[src/rtl/bus_arb_pkg.sv]
// Shared definitions for the SRAM bus arbiter: owner IDs, arbitration states
// and the default outstanding-transaction depth.
package bus_arb_pkg;

    typedef enum logic {
        OWN_INST = 1'b0,
        OWN_DATA = 1'b1
    } owner_e;

    typedef enum logic [1:0] {
        ST_FREE        = 2'd0,
        ST_LOCKED_INST = 2'd1,
        ST_LOCKED_DATA = 2'd2
    } arb_state_e;

    localparam int DEFAULT_OUTSTD_DEPTH = 2;

endpackage

[src/rtl/arb_tag_fifo.sv]
// In-order owner-tag FIFO: one bit per accepted bus transaction, recording
// which port must receive the matching data response.
module arb_tag_fifo #(
    parameter int DEPTH = 2
) (
    input  logic clk,
    input  logic resetn,
    input  logic push,
    input  logic push_data,
    input  logic pop,
    output logic head,
    output logic full,
    output logic empty
);

    localparam int PTR_W = (DEPTH > 1) ? $clog2(DEPTH) : 1;
    localparam int CNT_W = $clog2(DEPTH) + 1;

    logic [DEPTH-1:0] mem;
    logic [PTR_W-1:0] wr_ptr;
    logic [PTR_W-1:0] rd_ptr;
    logic [CNT_W-1:0] count;
    logic             do_push;
    logic             do_pop;

    function automatic logic [PTR_W-1:0] next_ptr(input logic [PTR_W-1:0] ptr);
        return (ptr == PTR_W'(DEPTH - 1)) ? '0 : ptr + PTR_W'(1);
    endfunction

    assign full    = (count == CNT_W'(DEPTH));
    assign empty   = (count == '0);
    assign do_push = push & ~full;
    assign do_pop  = pop & ~empty;
    assign head    = mem[rd_ptr];

    // Storage needs no reset: an entry is only read after it has been written.
    always_ff @(posedge clk) begin
        if (do_push) begin
            mem[wr_ptr] <= push_data;
        end
    end

    always_ff @(posedge clk) begin
        if (!resetn) begin
            wr_ptr <= '0;
            rd_ptr <= '0;
            count  <= '0;
        end else begin
            if (do_push) begin
                wr_ptr <= next_ptr(wr_ptr);
            end
            if (do_pop) begin
                rd_ptr <= next_ptr(rd_ptr);
            end
            if (do_push && !do_pop) begin
                count <= count + CNT_W'(1);
            end else if (!do_push && do_pop) begin
                count <= count - CNT_W'(1);
            end
        end
    end

endmodule

[src/rtl/sram_bus_arbiter.sv]
// Two-port (instruction/data) to single SRAM-like bus arbiter with address-phase
// locking and in-order response routing. Define ARB_ROUND_ROBIN_EN for round-robin ties.
module sram_bus_arbiter
    import bus_arb_pkg::*;
#(
    parameter int OUTSTD_DEPTH = DEFAULT_OUTSTD_DEPTH
) (
    input  logic        clk,
    input  logic        resetn,

    input  logic        inst_req,
    input  logic        inst_wr,
    input  logic [1:0]  inst_size,
    input  logic [3:0]  inst_wstrb,
    input  logic [31:0] inst_addr,
    input  logic [31:0] inst_wdata,
    output logic        inst_addr_ok,
    output logic        inst_data_ok,
    output logic [31:0] inst_rdata,

    input  logic        data_req,
    input  logic        data_wr,
    input  logic [1:0]  data_size,
    input  logic [3:0]  data_wstrb,
    input  logic [31:0] data_addr,
    input  logic [31:0] data_wdata,
    output logic        data_addr_ok,
    output logic        data_data_ok,
    output logic [31:0] data_rdata,

    output logic        bus_req,
    output logic        bus_wr,
    output logic [1:0]  bus_size,
    output logic [3:0]  bus_wstrb,
    output logic [31:0] bus_addr,
    output logic [31:0] bus_wdata,
    input  logic        bus_addr_ok,
    input  logic        bus_data_ok,
    input  logic [31:0] bus_rdata
);

    arb_state_e state;
    owner_e     owner;
    owner_e     tie_winner;
    owner_e     head_owner;
    logic       any_req;
    logic       fifo_full;
    logic       fifo_empty;
    logic       fifo_head;
    logic       push;
    logic       pop;

`ifdef ARB_ROUND_ROBIN_EN
    owner_e last_owner;

    // Reset to "instruction went last" so data wins the first tie.
    always_ff @(posedge clk) begin
        if (!resetn) begin
            last_owner <= OWN_INST;
        end else if (push) begin
            last_owner <= owner;
        end
    end

    assign tie_winner = (last_owner == OWN_DATA) ? OWN_INST : OWN_DATA;
`else
    assign tie_winner = OWN_DATA;
`endif

    always_comb begin
        owner   = OWN_DATA;
        any_req = 1'b0;
        case (state)
            ST_FREE: begin
                any_req = inst_req | data_req;
                if (inst_req && data_req) begin
                    owner = tie_winner;
                end else if (inst_req) begin
                    owner = OWN_INST;
                end else begin
                    owner = OWN_DATA;
                end
            end
            // A locked owner keeps the bus requested even if it drops req.
            ST_LOCKED_INST: begin
                any_req = 1'b1;
                owner   = OWN_INST;
            end
            ST_LOCKED_DATA: begin
                any_req = 1'b1;
                owner   = OWN_DATA;
            end
            default: begin
                any_req = 1'b0;
                owner   = OWN_DATA;
            end
        endcase
    end

    assign bus_req   = resetn & any_req & ~fifo_full;
    assign bus_wr    = (owner == OWN_DATA) ? data_wr    : inst_wr;
    assign bus_size  = (owner == OWN_DATA) ? data_size  : inst_size;
    assign bus_wstrb = (owner == OWN_DATA) ? data_wstrb : inst_wstrb;
    assign bus_addr  = (owner == OWN_DATA) ? data_addr  : inst_addr;
    assign bus_wdata = (owner == OWN_DATA) ? data_wdata : inst_wdata;

    assign push = bus_req & bus_addr_ok;
    assign pop  = resetn & bus_data_ok & ~fifo_empty;

    assign inst_addr_ok = push & (owner == OWN_INST);
    assign data_addr_ok = push & (owner == OWN_DATA);

    assign head_owner   = owner_e'(fifo_head);
    assign inst_data_ok = pop & (head_owner == OWN_INST);
    assign data_data_ok = pop & (head_owner == OWN_DATA);
    assign inst_rdata   = inst_data_ok ? bus_rdata : 32'd0;
    assign data_rdata   = data_data_ok ? bus_rdata : 32'd0;

    always_ff @(posedge clk) begin
        if (!resetn) begin
            state <= ST_FREE;
        end else begin
            case (state)
                ST_FREE: begin
                    if (bus_req && !bus_addr_ok) begin
                        state <= (owner == OWN_DATA) ? ST_LOCKED_DATA : ST_LOCKED_INST;
                    end
                end
                ST_LOCKED_INST, ST_LOCKED_DATA: begin
                    if (push) begin
                        state <= ST_FREE;
                    end
                end
                default: state <= ST_FREE;
            endcase
        end
    end

    arb_tag_fifo #(
        .DEPTH(OUTSTD_DEPTH)
    ) u_tag_fifo (
        .clk       (clk),
        .resetn    (resetn),
        .push      (push),
        .push_data (logic'(owner)),
        .pop       (pop),
        .head      (fifo_head),
        .full      (fifo_full),
        .empty     (fifo_empty)
    );

endmodule
[config.mk]
export PLATFORM = sky130hd
export DESIGN_NAME = sram_bus_arbiter
export DESIGN_NICKNAME = d
export VERILOG_FILES = /design/src/rtl/bus_arb_pkg.sv /design/src/rtl/arb_tag_fifo.sv /design/src/rtl/sram_bus_arbiter.sv
export SDC_FILE = /design/constraint.sdc
export NUM_CORES = 1
export LEC_CHECK = 0
export CORE_AREA = 2 2 125 127
export DETAILED_ROUTE_END_ITERATION = 6
export DIE_AREA = 0 0 127 129
export SLEW_MARGIN = 20
export SYNTH_ARGS = -nofsm -noshare
export SYNTH_HDL_FRONTEND = slang
export SYNTH_SLANG_ARGS = --single-unit
[constraint.sdc]
create_clock -name clk -period 3.8 [get_ports clk]
set_clock_uncertainty 0.2 [all_clocks]
set_input_delay 0.76 -clock clk [delete_from_list [all_inputs] [get_ports clk]]
set_output_delay 0.76 -clock clk [all_outputs]
set_load 0.03 [all_outputs]
# Word level (Yosys, flattened, before mapping)
# Index checks and enable logic that the tools add are counted.
[word_totals]
register_bits = 8
output_inout_bits = 140
[classes]
order_cmp = 3
n_eq_ne = 5
addsub = 4
reduce_logical = 13
bitwise = 16
mux = 24
[op_table]
columns = ["cell", "count"]
rows = [
  ["$mux W32", 4],
  ["$mux W2", 6],
  ["$and A1 B1 Y1", 11],
  ["$mux W1", 8],
  ["$logic_and A1 B1 Y1", 5],
  ["$eq A2 B2 Y1 const B", 2],
  ["$logic_not A2 Y1", 2],
  ["$lt A1 B2 Y1 const B", 2],
  ["$mux W4", 1],
  ["$not A1 Y1", 4],
  ["$pmux W1 S2", 2],
  ["$pmux W2 S2", 1],
  ["$logic_not A1 Y1", 3],
  ["$add A1 B1 Y1 const B", 2],
  ["$add A2 B1 Y2 const B", 1],
  ["$bwmux W2", 1],
  ["$eq A2 B1 Y1 const B", 1],
  ["$ne A2 B1 Y1 const B", 1],
  ["$ne A2 B2 Y1 const B", 1],
  ["$reduce_and A2 Y1", 1],
  ["$reduce_bool A2 Y1", 1],
  ["$reduce_or A2 Y1", 1],
  ["$sub A2 B1 Y2 const B", 1],
  ["$demux W1 S1", 1],
  ["2 further kinds", 2],
]

# Depth between registers and ports, before layout
[logic_depth]
depth_word = 11
mapped_depth = 9
mapped_depth_nobuf = 9

# By module
# Synthesis repeated with hierarchy kept, for this count alone.
[hier_totals]
cells_unflattened = 206
area_unflattened_um2 = 2092.0
[modules_own_cells]
columns = ["mod", "seq_area_each_um2", "cells_per_inst", "n_inst", "area_each_um2"]
rows = [
  ["sram_bus_arbiter", 40.0, 179, 1, 1816.7],
  ["arb_tag_fifo", 140.1, 27, 1, 275.3],
]

# Worst setup path before layout
# No wires, ideal clock.
[synth_timing]
path_type = "in2out"
start = "in inst_req"
end = "out data_addr_ok"
slack_ns = 0.916
path_buffers = 2
cell_stages = 5
arrival_time_ns = 1.924
path_cell_list = "nor2b_2 mux2i_1 buf_6 buf_6 nor2b_1"
[synth_via]
word_cells_on_any_way = 10
cone_classes = "mux: 4; bitwise: 5; reduce/logical: 1"
[synth_rtl]
columns = ["element", "line_no", "text"]
rows = [
  ["start: declaration", "sram_bus_arbiter.sv:11", "input logic inst_req,"],
  ["$mux W1 or $logic_and A1 B1 Y1 (tied branches)", "sram_bus_arbiter.sv:78, sram_bus_arbiter.sv:76", ""],
  ["$mux W1 *", "sram_bus_arbiter.sv:76", "if (inst_req && data_req) begin"],
  ["$pmux W1 S2 *", "sram_bus_arbiter.sv:73", "case (state)"],
  ["named net owner", "sram_bus_arbiter.sv:43", "owner_e owner;"],
  ["$and A1 B1 Y1 *", "sram_bus_arbiter.sv:111", "assign data_addr_ok = push & (owner == OWN_DATA);"],
  ["end: declaration", "sram_bus_arbiter.sv:27", "output logic data_addr_ok,"],
]
# The timed path passes the listed nets; every way through them passes the cells marked *.

# Worst setup path in the final report
[layout_timing]
start = "in inst_req"
end = "out bus_wdata[22]"
[layout_via]
elab_chain_cells = 4
word_cells_on_any_way = 5
cone_classes = "mux: 4; reduce/logical: 1"
[layout_rtl]
columns = ["element", "line_no", "text"]
rows = [
  ["$mux W1 or $logic_and A1 B1 Y1 (tied branches)", "sram_bus_arbiter.sv:78, sram_bus_arbiter.sv:76", ""],
  ["$mux W1 *", "sram_bus_arbiter.sv:76", ""],
  ["$pmux W1 S2 *", "sram_bus_arbiter.sv:73", ""],
  ["$mux W32 *", "sram_bus_arbiter.sv:105", "assign bus_wdata = (owner == OWN_DATA) ? data_wdata : inst_wdata;"],
  ["end: declaration", "sram_bus_arbiter.sv:36", "output logic [31:0] bus_wdata,"],
]
# Every way passes the cells marked *; elsewhere a longest branch is shown, timed or not.

==> run summary <==
- outcome: finished clean
- part of the power in registers: 0.083
- largest family of logic cells by synthesized area: multiplexers
- mux share of post-synthesis cell area: 0.517
- per-cell routed wire length: 15.2 µm
- simple-gate share of the synthesized area: 0.249
- maxcap violations: 0
- number of synthesis warnings: 0
- Die Span X: 127 µm
- initial cell density of the core: 0.137
- syn nets: 387
- hold buffers post-CTS: 0
- peak ir drop on the vdd network: 0.000166 V
- adder-cell area share of the yosys netlist: 0.0243
- cell area after synthesis: 2060 µm²
- number of vias per cell after detailed routing: 3.76
- share of power burned in the clock network: 0.109
- part of the power in combinational logic: 0.808
- Worst Slack Setup Final: 0.0688 ns
- critical path class: input pin to output port
- number of flops mapped to enable cells by yosys: 2
- first-pass GRT wire length: 14,700 µm
- clock tree from TritonCTS: built
- power density over the cells: 302 nW/µm²
- gpl congestion: 0.764
- area of the core region: 15,000 µm²
- worst setup timing slack at the placement stage: -0.0134 ns
- area added between synthesis and finish: 167%
- number of register bits inferred by synthesis: 8
- vias in the first global route: 2,726
- leading cell type by number of instances after synthesis: and2_1
- Seq/Total Area, Yosys: 0.0876
- total detailed-routing wirelength: 10,800 µm
- vertical extent of the die: 129 µm
- Via Count: 2,681
- share of synthesized flip-flops with an asynchronous set or reset: 0
- Slew Viols, Final: 0
- most area-hungry cell type in the Yosys netlist: mux2_4
- count of clock tree sinks: 8
- Setup crit start kind: input pin
- number of different library cells in the post-synthesis netlist: 32
- Post-Syn Area per Cell: 10.1 µm²
- DRT Pass-1 Iters: 4
- antenna viol nets, final: 0
- Total Routing Usage GR: 0.112
- Fmax achieved: 0.268 GHz
- arrival time of data at the critical path endpoint: 2.77 ns
- Root Buffer Master: clkbuf_16
- Filler Cell Count: 1,520
- CTS buffer count: 3
- power spent charging and discharging nets: 0.717 mW
- final antenna diode count: 0
- largest net degree at the start of global routing: 36
- required time worst endpoint: 2.84 ns
- slew margin rel.: 0.767
- number of nets in the finished design: 710
- crit path time final: 3.73 ns
- Int Pwr: 0.944 mW
- Storage cell area: 180 µm²
- clock latency on the worst-skew pair: 0.23 ns
- leading cell types by total area after synthesis: mux2_4 (42%), and2_1 (19%), mux2_2 (7.7%), dfxtp_1 (5.8%), buf_8 (3.7%)
- Clock H-tree levels: 1
- switching share of power: 0.432
- clk buf depth: 2
- overflow left after global routing: 0
- IO buf count: 319
- total leakage power: 2.74 nW
- worst-path maximum fanout: 12
- clock slew at the register clock pins of the worst setup and hold paths: 0.04 ns
- share of post-route cells with drive strength above 1: 0.330
- Final setup violation count: 0
- std cell rows: 45
- I/O pin count: 320
- share of the cycle needed by the critical path after routing: 0.982
- compound-gate portion of the synthesized area: 0.0365
- Die Area: 16,400 µm²
- combined area of the multi-input logic cells: 1740 µm²
- hold violation count in the final report: 0
- drc violations: 0
- worst hold-check path type: flip-flop to flip-flop
- Worst Max-Slew Pin Slew: 0.344 ns
- Post-synth top cells: and2_1 (64), mux2_4 (57), mux2_2 (14), nor2_1 (7), dfxtp_1 (6)
- hold_ws: 0.301 ns
- gate count of the mapped netlist: 203
- initial antenna violation count: 0
- Final HPWL DP: 9350 µm
- initial drt markers: 55
- area share of the largest cell type after synthesis: 0.416
- element type at the critical path end: output port
- most used flip-flop cell after synthesis: dfxtp_1
- post-synthesis share of cell area spent on xor and xnor gates: 0.0128
-- state kept, by name, summed over array words and instances, names as in the netlist --
name               count
u_tag_fifo.rd_ptr      1
state                  2
u_tag_fifo.wr_ptr      1
u_tag_fifo.mem         2
u_tag_fifo.count       2
-- area by class of cell --
type | count | share of cell area
Timing Repair Buffer | 332 | 0.590
Multi-Input combinational cell | 176 | 0.317
Tap cell | 188 | 0.0428
Sequential cell | 8 | 0.0328
Clock buffer | 4 | 0.0144
Inverter | 5 | 0.00342
-- power by group through the flow --
stage | combinational [mW] | sequential (mW) | clock [mW]
global placement | 1.33 | 0.137 | 0
CTS | 1.34 | 0.138 | 0.185
detailed placement | 1.35 | 0.139 | 0
global route | 1.41 | 0.144 | 0.190
floorplan | 0.809 | 0.133 | 0
finish | 1.34 | 0.138 | 0.181
-- cells by family (layout without fill, tap and decap cells) --
logic type | Yosys count | after routing
xor gates and xnor gates | 3 | 3
adders and majority gates | 4 | 4
buffers and inverters | 19 | 341
muxes | 76 | 76
AOI/OAI and AO/OA | 9 | 9
DFF | 8 | 8
and+or+nand+nor | 84 | 84
-- cells in the final DEF, fill, tap and decap left out, types with 2 or more instances in the layout --
master / count
clkdlybuf4s50_1: 204
buf_4: 86
and2_1: 64
mux2_4: 57
dlymetal6s2s_1: 27
mux2_2: 14
dlygate4sd2_1: 8
nor2_1: 7
buf_12: 6
dfxtp_1: 6
inv_1: 5
mux2i_1: 4
ha_1: 4
clkbuf_16: 4
nor2b_1: 3
xor2_1: 3
nor2b_2: 2
nand3b_1: 2
o311ai_0: 2
edfxtp_1: 2
-- through the flow --
stage                     instances  area [µm²]  TNS (ns)   util  power (mW)
final                           713        5490         0  0.367        1.66
after global routing            713        5490  -0.00445  0.367        1.74
after floorplan                 203        2060         0      -       0.942
after detailed placement        706        5320   -0.0288  0.355        1.49
after CTS                       710        5390         0  0.360        1.67
after global placement          706        5320         0  0.355        1.47
-- metal layers --
layer	share of wire	track usage
met1	0.39	0.131
met2	0.55	0.213
met3	0.059	0.0270
met4	0.0073	0.0142
met5	0	0
-- critical path, cell delays in order --
cell,delay [ns]
clkdlybuf4s50_1,0.41
nor2b_2,0.18
mux2i_4,0.20
buf_4,0.28
mux2_4,0.33
clkdlybuf4s50_1,0.60
-- timing repair --
action	4_1_cts	5_1_grt
resized for setup	8	27
buffers inserted	0	2
cloned	0	1
endpoints found under the setup margin	8	41
-- path summary, 6_finish.rpt --
| path | start | endpoint | slack [ns] | cells after the start |
|---|---|---|---|---|
| hold / removal | u_tag_fifo.wr_ptr | u_tag_fifo.wr_ptr | 0.30 | 1 |
| hold reg to reg | u_tag_fifo.wr_ptr | u_tag_fifo.wr_ptr | 0.30 | 1 |
| setup / recovery | inst_req | bus_wdata[22] | 0.07 | 6 |
| setup reg to reg | state[0] | u_tag_fifo.count[1] | 1.40 | 9 |
No activity file was read; power rests on OpenSTA's default activity.
